==> src/rtl/decode_pkg.sv <==
// +----------------------------------------------------------------------------+
// | decode_pkg                                                                 |
// | Shared types and encodings for the RV32I decode stage (ADDI/ADD/BEQ/JAL).  |
// | Revision: 1.0 - initial release                                            |
// +----------------------------------------------------------------------------+
`timescale 1ns/1ps
`default_nettype none

package decode_pkg;

   localparam int DEC_DATA_WIDTH = 32;
   localparam int DEC_DIR_WIDTH  = 5;

   typedef enum logic [2:0] {
      OP_ADDI    = 3'd0,
      OP_ADD     = 3'd1,
      OP_BEQ     = 3'd2,
      OP_JAL     = 3'd3,
      OP_ILLEGAL = 3'd4
   } op_t;

   localparam int NUM_OPS = 5;

   localparam logic [6:0] OPC_ADDI = 7'b0010011;
   localparam logic [6:0] OPC_ADD  = 7'b0110011;
   localparam logic [6:0] OPC_BEQ  = 7'b1100011;
   localparam logic [6:0] OPC_JAL  = 7'b1101111;

   localparam logic [2:0] FUNCT3_ZERO = 3'b000;
   localparam logic [6:0] FUNCT7_ZERO = 7'b0000000;

   typedef struct packed {
      op_t                       op;
      logic [DEC_DIR_WIDTH-1:0]  rd;
      logic [DEC_DIR_WIDTH-1:0]  rs1;
      logic [DEC_DIR_WIDTH-1:0]  rs2;
      logic [DEC_DATA_WIDTH-1:0] imm;
      logic [DEC_DATA_WIDTH-1:0] pc;
      logic                      reg_write;
   } decoded_t;

   // Ops whose result lands in rd; BEQ and illegal never write back.
   function automatic logic op_writes_rd(input op_t op);
      return (op == OP_ADDI) || (op == OP_ADD) || (op == OP_JAL);
   endfunction

endpackage

`default_nettype wire

==> src/rtl/instr_decoder.sv <==
// +----------------------------------------------------------------------------+
// | instr_decoder                                                              |
// | Combinational RV32I subset decoder: instruction + pc -> decoded_t.         |
// | Revision: 1.0 - initial release                                            |
// +----------------------------------------------------------------------------+
`timescale 1ns/1ps
`default_nettype none

module instr_decoder
   import decode_pkg::*;
(
   input  logic [DEC_DATA_WIDTH-1:0] instr,
   input  logic [DEC_DATA_WIDTH-1:0] pc,
   output decoded_t                  dec
);

   logic [6:0]               w_opcode;
   logic [2:0]               w_funct3;
   logic [6:0]               w_funct7;
   logic [DEC_DIR_WIDTH-1:0] w_rd;
   logic [DEC_DIR_WIDTH-1:0] w_rs1;
   logic [DEC_DIR_WIDTH-1:0] w_rs2;

   assign w_opcode = instr[6:0];
   assign w_rd     = instr[11:7];
   assign w_funct3 = instr[14:12];
   assign w_rs1    = instr[19:15];
   assign w_rs2    = instr[24:20];
   assign w_funct7 = instr[31:25];

   // Illegal is the default so that any unmatched encoding yields zeroed fields.
   always_comb begin
      dec     = '0;
      dec.op  = OP_ILLEGAL;
      dec.pc  = pc;
      case (w_opcode)
         OPC_ADDI: begin
            if (w_funct3 == FUNCT3_ZERO) begin
               dec.op  = OP_ADDI;
               dec.rd  = w_rd;
               dec.rs1 = w_rs1;
               dec.imm = {{20{instr[31]}}, instr[31:20]};
            end
         end
         OPC_ADD: begin
            if ((w_funct3 == FUNCT3_ZERO) && (w_funct7 == FUNCT7_ZERO)) begin
               dec.op  = OP_ADD;
               dec.rd  = w_rd;
               dec.rs1 = w_rs1;
               dec.rs2 = w_rs2;
            end
         end
         OPC_BEQ: begin
            if (w_funct3 == FUNCT3_ZERO) begin
               dec.op  = OP_BEQ;
               dec.rs1 = w_rs1;
               dec.rs2 = w_rs2;
               dec.imm = {{19{instr[31]}}, instr[31], instr[7], instr[30:25],
                          instr[11:8], 1'b0};
            end
         end
         OPC_JAL: begin
            dec.op  = OP_JAL;
            dec.rd  = w_rd;
            dec.imm = {{11{instr[31]}}, instr[31], instr[19:12], instr[20],
                       instr[30:21], 1'b0};
         end
         default: begin
            dec.op = OP_ILLEGAL;
         end
      endcase
      dec.reg_write = op_writes_rd(dec.op) && (dec.rd != '0);
   end

endmodule

`default_nettype wire

==> src/rtl/instr_decode_stage.sv <==
// +----------------------------------------------------------------------------+
// | instr_decode_stage                                                         |
// | Decode stage with OUT/SKID 2-entry skid buffer; optional per-op transfer   |
// | counters enabled by defining DECODE_STATS_EN.                              |
// | Revision: 1.0 - initial release                                            |
// +----------------------------------------------------------------------------+
`timescale 1ns/1ps
`default_nettype none

module instr_decode_stage
   import decode_pkg::*;
#(
   parameter int DATA_WIDTH = 32,
   parameter int DIR_WIDTH  = 5,
   parameter int CNT_WIDTH  = 16
) (
   input  logic                  clk,
   input  logic                  arst,
   input  logic                  flush,
   input  logic                  in_valid,
   output logic                  in_ready,
   input  logic [DATA_WIDTH-1:0] in_instr,
   input  logic [DATA_WIDTH-1:0] in_pc,
   output logic                  out_valid,
   input  logic                  out_ready,
   output op_t                   out_op,
   output logic [DIR_WIDTH-1:0]  out_rd,
   output logic [DIR_WIDTH-1:0]  out_rs1,
   output logic [DIR_WIDTH-1:0]  out_rs2,
   output logic [DATA_WIDTH-1:0] out_imm,
   output logic [DATA_WIDTH-1:0] out_pc,
   output logic                  out_reg_write,
   output logic                  out_illegal
`ifdef DECODE_STATS_EN
   ,
   output logic [CNT_WIDTH-1:0]  cnt_addi,
   output logic [CNT_WIDTH-1:0]  cnt_add,
   output logic [CNT_WIDTH-1:0]  cnt_beq,
   output logic [CNT_WIDTH-1:0]  cnt_jal,
   output logic [CNT_WIDTH-1:0]  cnt_illegal
`endif
);

   // The decoded_t layout is fixed by the package; other widths are rejected.
   if ((DATA_WIDTH != DEC_DATA_WIDTH) || (DIR_WIDTH != DEC_DIR_WIDTH) ||
       (CNT_WIDTH < 1)) begin : g_param_check
      $error("instr_decode_stage: unsupported parameter set");
   end

   typedef enum logic [1:0] {
      ST_EMPTY = 2'd0,
      ST_ONE   = 2'd1,
      ST_FULL  = 2'd2
   } state_t;

   state_t   r_state;
   decoded_t r_out;
   decoded_t r_skid;
   logic     r_in_ready;
   logic     r_out_valid;

   decoded_t w_dec;
   logic     w_accept;
   logic     w_drain;

   instr_decoder u_decoder (
      .instr (in_instr),
      .pc    (in_pc),
      .dec   (w_dec)
   );

   assign w_accept = in_valid && r_in_ready;
   assign w_drain  = r_out_valid && out_ready;

   always_ff @(posedge clk or posedge arst) begin
      if (arst) begin
         r_state     <= ST_EMPTY;
         r_out       <= '0;
         r_skid      <= '0;
         r_in_ready  <= 1'b1;
         r_out_valid <= 1'b0;
      end else if (flush) begin
         r_state     <= ST_EMPTY;
         r_out       <= '0;
         r_skid      <= '0;
         r_in_ready  <= 1'b1;
         r_out_valid <= 1'b0;
      end else begin
         case (r_state)
            ST_EMPTY: begin
               if (w_accept) begin
                  r_out       <= w_dec;
                  r_out_valid <= 1'b1;
                  r_state     <= ST_ONE;
               end
            end
            ST_ONE: begin
               if (w_accept && w_drain) begin
                  r_out <= w_dec;
               end else if (w_accept) begin
                  r_skid     <= w_dec;
                  r_in_ready <= 1'b0;
                  r_state    <= ST_FULL;
               end else if (w_drain) begin
                  r_out_valid <= 1'b0;
                  r_state     <= ST_EMPTY;
               end
            end
            ST_FULL: begin
               // in_ready is low here, so only a drain can move the state.
               if (w_drain) begin
                  r_out      <= r_skid;
                  r_in_ready <= 1'b1;
                  r_state    <= ST_ONE;
               end
            end
            default: begin
               r_state     <= ST_EMPTY;
               r_in_ready  <= 1'b1;
               r_out_valid <= 1'b0;
            end
         endcase
      end
   end

   assign in_ready      = r_in_ready;
   assign out_valid     = r_out_valid;
   assign out_op        = r_out.op;
   assign out_rd        = r_out.rd;
   assign out_rs1       = r_out.rs1;
   assign out_rs2       = r_out.rs2;
   assign out_imm       = r_out.imm;
   assign out_pc        = r_out.pc;
   assign out_reg_write = r_out.reg_write;
   assign out_illegal   = (r_out.op == OP_ILLEGAL);

`ifdef DECODE_STATS_EN
   logic [CNT_WIDTH-1:0] r_cnt [NUM_OPS];

   // Counters survive flush; only arst clears them. They stick at all-ones.
   always_ff @(posedge clk or posedge arst) begin
      if (arst) begin
         for (int i = 0; i < NUM_OPS; i++) begin
            r_cnt[i] <= '0;
         end
      end else if (w_drain && !flush) begin
         for (int i = 0; i < NUM_OPS; i++) begin
            if ((r_out.op == op_t'(i)) && (r_cnt[i] != '1)) begin
               r_cnt[i] <= r_cnt[i] + CNT_WIDTH'(1);
            end
         end
      end
   end

   assign cnt_addi    = r_cnt[OP_ADDI];
   assign cnt_add     = r_cnt[OP_ADD];
   assign cnt_beq     = r_cnt[OP_BEQ];
   assign cnt_jal     = r_cnt[OP_JAL];
   assign cnt_illegal = r_cnt[OP_ILLEGAL];
`endif

endmodule

`default_nettype wire

==> config.mk <==
export PLATFORM = sky130hd
export DESIGN_NAME = instr_decode_stage
export DESIGN_NICKNAME = d
export VERILOG_FILES = /design/src/rtl/decode_pkg.sv /design/src/rtl/instr_decoder.sv /design/src/rtl/instr_decode_stage.sv
export SDC_FILE = /design/constraint.sdc
export NUM_CORES = 1
export LEC_CHECK = 0
export ABC_AREA = 1
export BUFFER_PORTS_ARGS = -buffer_cell sky130_fd_sc_hd__buf_4
export CAP_MARGIN = 20
export CORE_MARGIN = 4
export CORE_UTILIZATION = 45
export CTS_BUF_LIST = sky130_fd_sc_hd__clkbuf_16
export DETAILED_ROUTE_END_ITERATION = 12
export GPL_ROUTABILITY_DRIVEN = 0
export MAX_ROUTING_LAYER = met4
export PLACE_DENSITY_LB_ADDON = 0.25
export SYNTH_ARGS = -nofsm -noshare
export SYNTH_HDL_FRONTEND = slang
export SYNTH_HIERARCHICAL = 1
export SYNTH_SLANG_ARGS = --single-unit
==> constraint.sdc <==
create_clock -name clk -period 5.45 [get_ports clk]
set_input_delay 0 -clock clk [delete_from_list [all_inputs] [get_ports clk]]
set_output_delay 0 -clock clk [all_outputs]
set_load 0.01 [all_outputs]
==> flow_summary.toml, run 1 <==
[outcome]
status = "completed"

[run]
cap_viol_max_count = 0

[critical_path]
path_cells = "nand2_1 > nor2_1 > nand2_1 > nand2_4 > nand2_4 > nand2_1 > nand2_1"
cp_common_cell = "nand2_1"
cp_top_family = "simple AND/OR/NAND/NOR gates"
cp-start-kind = "register"
end_kind = "register"
worst-path-buf-inv = 0
crit_fanout = 84
cp.depth = 7
critical_path_required_ns = 5.76
cp_slowest_cell = "nand2_4"
slowest_delay_ns = 0.76
ff2ff_path_depth = 7
worst-setup-path-type = "reg -> reg"
cp.arrival_ns = 3.16

[clocking]
clk_pin_slew_ns = 0.06
cts_num_sinks = 170
cts_hold_buf = 48
clockBufferDepth = 2
cts_buffers = 17
cts_setup_buffers = 0
cts_tree = "done"
htreeDepth = 4
clkLatencyLatePin_ns = 0.43
root_buffer = "clkbuf_16"
post_cts_resized = 0

[pwr]
power_density_nw_per_um2 = 299
p_leak_uw = 0.00578
peakVddDrop_mv = 0.233

[sta]
hold_ws_ns = 0.0187
min_period_ns = 2.85
report.final.hold_viol_count = 0
finalCritPeriodShare_pct = 52.2
maxSlewHeadroom_pct = 32.3
drv_slew = 0
fmax_ghz = 0.351
fin_tns_setup_ns = 0
grt_setup_unrepaired = "false"
setup_viol = 0
finClkSkew_ns = 0.00880
worst_pin_slew_ns = 1.02

[floorplanning]
rows = 53
die_area_sq_um = 24000
core-area_sq_um = 21200
die_h_microns = 155
ios = 155
die_width_microns = 155
start_util_pct = 46.0

[finish]
final_common_cell = "nand2_1"
area_delta_synth_final_pct = 18.9
final_cell_mix = "nand2_1, dfrtp_1, buf_4"
nNetsFinal = 1391
antennaDiodeCount = 0
layout-drive-gt1-share_pct = 26.3
fin_util_pct = 54.7
fin_area_sq_um = 11600

[drt]
wirelength_mm = 24.5
dr.first_iter.drc_count = 507
dr.pass1.iters = 5
wire_per_inst_microns = 15.2
drtAntennaViolNets = 0
drc = 0
route.vias.total = 8038
vias_per_cell = 5.00

[logic_synthesis]
synth-main-ff-cell = "dfrtp_1"
yosysWarnings = 6
synth_nets = 1285
synth_edf_count = 0
synthCells = 1216
ys_seq_area_share_pct = 43.7
synth-seq-cells = 170
async_flop_share_pct = 100
postSynthAreaPerCell_sq_um = 8.00
synth.distinct_cells = 36
synth_area_sq_um = 9730

[placement]
portBuffers = 154
place_area_sq_um = 10500
hpwl_mm = 14.8

[global_routing]
grt.overflow.total = 0
grt_pass1_vias = 7880
grt_usage_pct = 21.3
grt_max_degree = 167
antenna_found_initial = 0
grt_pass1_wl_mm = 40.6

[hold_path]
hold_path.class = "in -> reg"
hold_path_depth = 5
-- through the flow --
stage | power [uW] | std cells | setup slack (ns)
after global placement | 2270 | 1528 | 2.45
after detailed placement | 2280 | 1528 | 2.40
final | 3450 | 1608 | 2.60
after floorplan | 2030 | 1216 | 0.848
after CTS | 3480 | 1606 | 2.39
after global routing | 3640 | 1608 | 2.32
-- cell usage after synthesis, types with 2 or more instances --
master / count / area (sq um)
nand2_1: 327 / 1230
dfrtp_1: 169 / 4230
inv_1: 118 / 443
nand3_1: 107 / 536
a21oi_1: 84 / 420
nor2_1: 73 / 274
nand3_2: 66 / 661
buf_4: 58 / 435
o21ai_2: 48 / 420
o21ai_1: 34 / 170
buf_2: 31 / 155
clkbuf_1: 16 / 60.1
o21ai_0: 14 / 70.1
buf_6: 12 / 135
inv_2: 10 / 37.5
nor2_2: 8 / 50.1
nor3_2: 5 / 50.1
buf_1: 4 / 15.0
buf_8: 4 / 60.1
nand2_2: 4 / 25.0
nand2_4: 4 / 45.0
o22ai_1: 3 / 18.8
inv_4: 2 / 12.5
nor2_4: 2 / 22.5
o211ai_1: 2 / 15.0
-- worst paths after layout --
kind | startpoint | to | slack, ns
worst max-delay path | in_ready$_DFFE_PP1P_ | out_pc[4]$_DFFE_PP0P_ | 2.60
worst min-delay path | in_instr[20] | r_skid[65]$_DFFE_PP0P_ | 0.02
worst max register to register | in_ready$_DFFE_PP1P_ | out_pc[4]$_DFFE_PP0P_ | 2.60
worst min register to register | out_imm[16]$_DFFE_PP0P_ | out_imm[16]$_DFFE_PP0P_ | 0.47
max in group asynchronous | arst | out_imm[27]$_DFFE_PP0P_ | 4.32
min in group asynchronous | arst | out_pc[13]$_DFFE_PP0P_ | 0.14
-- cells by family (layout without fill, tap and decap cells) --
logic type | after synthesis | in the layout | share of synthesized area (%)
compound gates | 189 | 189 | 12.0
buf+inv | 255 | 372 | 13.9
flops | 170 | 170 | 43.7
simple gates | 602 | 602 | 30.4
-- tightest hold or removal path: stages --
cell     delay, ns
buf_4         0.12
inv_1         0.09
nor3_2        0.08
nand3_2       0.07
o21ai_2       0.05
-- power by group --
part	switching [uW]	leakage [uW]	internal, uW
Combinational	531	0.00322	294
Sequential	73.5	0.00230	1380
Clock	506	0.000261	665
Total	1110	0.00578	2340
-- flip-flops by register name, summed over array words and instances, names as in the netlist --
signal	count
out_rd	5
r_skid	83
out_valid	1
r_state	2
out_reg_write	1
out_imm	32
out_rs1	5
out_pc	32
in_ready	1
out_op	3
out_rs2	5
-- layer usage --
| metal | vias up | track usage [%] | wire (microns) | part of all wire [%] |
|---|---|---|---|---|
| li1 | 4031 | - | - | - |
| met1 | 3783 | 28.3 | 11200 | 46 |
| met2 | 193 | 34.4 | 11800 | 48 |
| met3 | 31 | 3.39 | 1000 | 4.1 |
| met4 | 0 | 5.42 | 408 | 1.7 |
| met5 | - | - | 0 | 0 |
-- cell type report --
cell class / count / area [sq um]
fill: 1969 / 9590
clock buffer: 17 / 425
clock inverter: 13 / 131
timing repair buffer: 212 / 1760
inverter: 130 / 500
tap: 275 / 344
sequential: 170 / 4260
multi-input combinational: 791 / 4150
(Power assumes the default switching activity.)
==> run 2, diff against run 1 <==
==> constraint.sdc (replaced) <==
create_clock -name clk -period 2.7 [get_ports clk]
set_input_delay 0 -clock clk [delete_from_list [all_inputs] [get_ports clk]]
set_output_delay 0 -clock clk [all_outputs]
set_load 0.01 [all_outputs]
==> run 2 against run 1 <==
Flip-flop and latch count unchanged; sequential power up 100%; non-clock buffer count grew 8; clock skew up 0.0021 ns; utilization rose by 0.31 points; via count rose by 1.2%; die area is the same; global-route usage is 0.064 points higher; setup slack worse by 2.1 ns; power grew 100%; largest cell class unchanged; fmax rose by 28%; count of clock-buffer cells in the layout is the same.
==> flow_summary.toml, run 2 (synthesis results as in run 1) <==
[hold_path]
worstHoldStart = "in_instr[9]"
hold_path_depth = 5
hold_path.class = "in -> reg"
min_to = "r_skid[77]$_DFFE_PP0P_"

[sta]
maxSlewHeadroom_pct = 38.7
fin_tns_setup_ns = 0
worst_pin_slew_ns = 0.919
finClkSkew_ns = 0.0109
finalCritPeriodShare_pct = 82.4
min_period_ns = 2.23
drv_slew = 0
grt_setup_unrepaired = "false"
fmax_ghz = 0.449
setup_viol = 0
report.final.hold_viol_count = 0

[critical_path]
worst-path-buf-inv = 0
critical_path_required_ns = 3.01
cp_common_cell = "nand2_1"
worstReg2RegStart = "in_ready$_DFFE_PP1P_"
slowest_delay_ns = 0.59
path_cells = "nand2_1 > nor2_1 > nand2_1 > nand2_4 > nand2_4 > nand2_1 > nand2_1"
crit_fanout = 83
cp_slowest_cell = "nand2_4"
reg2reg_slack_ns = 0.47
end_kind = "register"
cp_top_family = "simple AND/OR/NAND/NOR gates"
ff2ff_path_depth = 7
setup.worst_path.start = "in_ready$_DFFE_PP1P_"
cp-start-kind = "register"
cp.arrival_ns = 2.54
r2r_end = "out_pc[23]$_DFFE_PP0P_"
worst-setup-path-type = "reg -> reg"

[placement]
hpwl_mm = 15.5
portBuffers = 154
dp.cells = 1538

[floorplanning]
die_width_microns = 155
start_util_pct = 46.0
rows = 53
die_h_microns = 155
core-area_sq_um = 21200
ios = 155
die_area_sq_um = 24000

[finish]
nNetsFinal = 1399
regMostFlops = "r_skid"
final_cell_mix = "nand2_1, dfrtp_1, buf_4"
layout-drive-gt1-share_pct = 27.0
antennaDiodeCount = 0
final_common_cell = "nand2_1"
fillerInstances = 1976
area_delta_synth_final_pct = 19.5
instances_no_fill = 1618
largest_register_ffs = 83

[clocking]
htreeDepth = 4
clockBufferDepth = 2
clk_pin_slew_ns = 0.07
clkLatencyLatePin_ns = 0.43
cts_tree = "done"
post_cts_resized = 0
cts_buffers = 17
root_buffer = "clkbuf_16"
cts_num_sinks = 170

[pwr]
power_density_nw_per_um2 = 596
peakVddDrop_mv = 0.383
power_frac_comb_pct = 24.5
power.share.clock_pct = 33.1
p_seq_share_pct = 42.4
swShare_pct = 33.5
p_int_uw = 4610
p_sw_uw = 2320
p_leak_uw = 0.00583

[drt]
wirelength_mm = 24.3
drc = 0
dr.pass1.iters = 5
dr.first_iter.drc_count = 507
drtAntennaViolNets = 0
vias_per_cell = 5.03
wire_per_inst_microns = 15.0
route.vias.total = 8136

[global_routing]
grt_usage_pct = 21.4
grt_pass1_vias = 7965
grt_pass1_wl_mm = 41.0
grt_max_degree = 111
antenna_found_initial = 0
grt.overflow.total = 0

[run]
cap_viol_max_count = 0

[outcome]
status = "completed"
-- run 2: changes by cell type in the layout (fill, tap and decap cells not counted) --
| cell | before | now |
|---|---|---|
| inv_8 | 0 | 2 |
| clkinv_1 | 3 | 0 |
| inv_4 | 3 | 2 |
| inv_6 | 2 | 6 |
| clkinv_2 | 0 | 1 |
| buf_12 | 2 | 5 |
| bufinv_16 | 2 | 0 |
| inv_1 | 117 | 118 |
| buf_16 | 1 | 0 |
| buf_4 | 161 | 167 |
-- run 2: worst max-delay path by stage --
stage	endpoint	depth (start not counted)
2_1_floorplan	out_imm[0]$_DFFE_PP0P_	1
3_3_place_gp	out_pc[28]$_DFFE_PP0P_	7
3_5_place_dp	out_imm[2]$_DFFE_PP0P_	7
4_1_cts	out_pc[23]$_DFFE_PP0P_	7
5_1_grt	out_imm[10]$_DFFE_PP0P_	7
6_report	out_pc[23]$_DFFE_PP0P_	7
-- run 2: metrics by stage --
stage	power [uW]	instance area [sq um]	hold WS, ns	utilization, %	setup WS (ns)
4_1_cts	7010	11600	0.000408	55.0	0.470
5_1_grt	7310	11600	0.0257	55.0	0.241
6_report	6930	11600	0.0166	55.0	0.474
3_5_place_dp	4650	10600	0.0482	50.1	0.462
3_3_place_gp	4620	10600	0.0516	50.1	0.514
2_1_floorplan	4100	9730	0.175	-	0.532
-- run 2: tightest hold or removal path: cells and delay by family --
kind	cells	cell delay, ns
buf+inv	2	0.21
simple gates	2	0.14
compound gates	1	0.05
-- run 2: per-layer routing --
metal | part of all wire, % | track usage (%) | up-vias
li1 | - | - | 4045
met1 | 46 | 28.8 | 3846
met2 | 48 | 33.8 | 214
met3 | 4.7 | 2.98 | 31
met4 | 1.8 | 6.69 | 0
met5 | 0 | - | -
-- run 2: area by class of cell --
class	instances	area [sq um]	area share (%)
Sequential cell	170	4260	36.6
Multi-Input combinational cell	791	4150	35.7
Timing Repair Buffer	220	1830	15.8
Inverter	130	502	4.32
Clock buffer	17	425	3.66
Tap cell	275	344	2.96
Clock inverter	15	119	1.02
-- run 2: power groups by stage --
stage | sequential (uW) | clock [uW] | combinational, uW
5_1_grt | 2970 | 2460 | 1880
4_1_cts | 2940 | 2350 | 1720
3_5_place_dp | 2980 | 0 | 1660
6_report | 2940 | 2290 | 1700
2_1_floorplan | 3050 | 0 | 1050
3_3_place_gp | 2980 | 0 | 1640
-- run 2: what timing repair did --
action / in CTS / in global routing
hold buffers: 48 / 0
endpoints found under the hold margin: 98 / 0
buffers inserted: 0 / 0
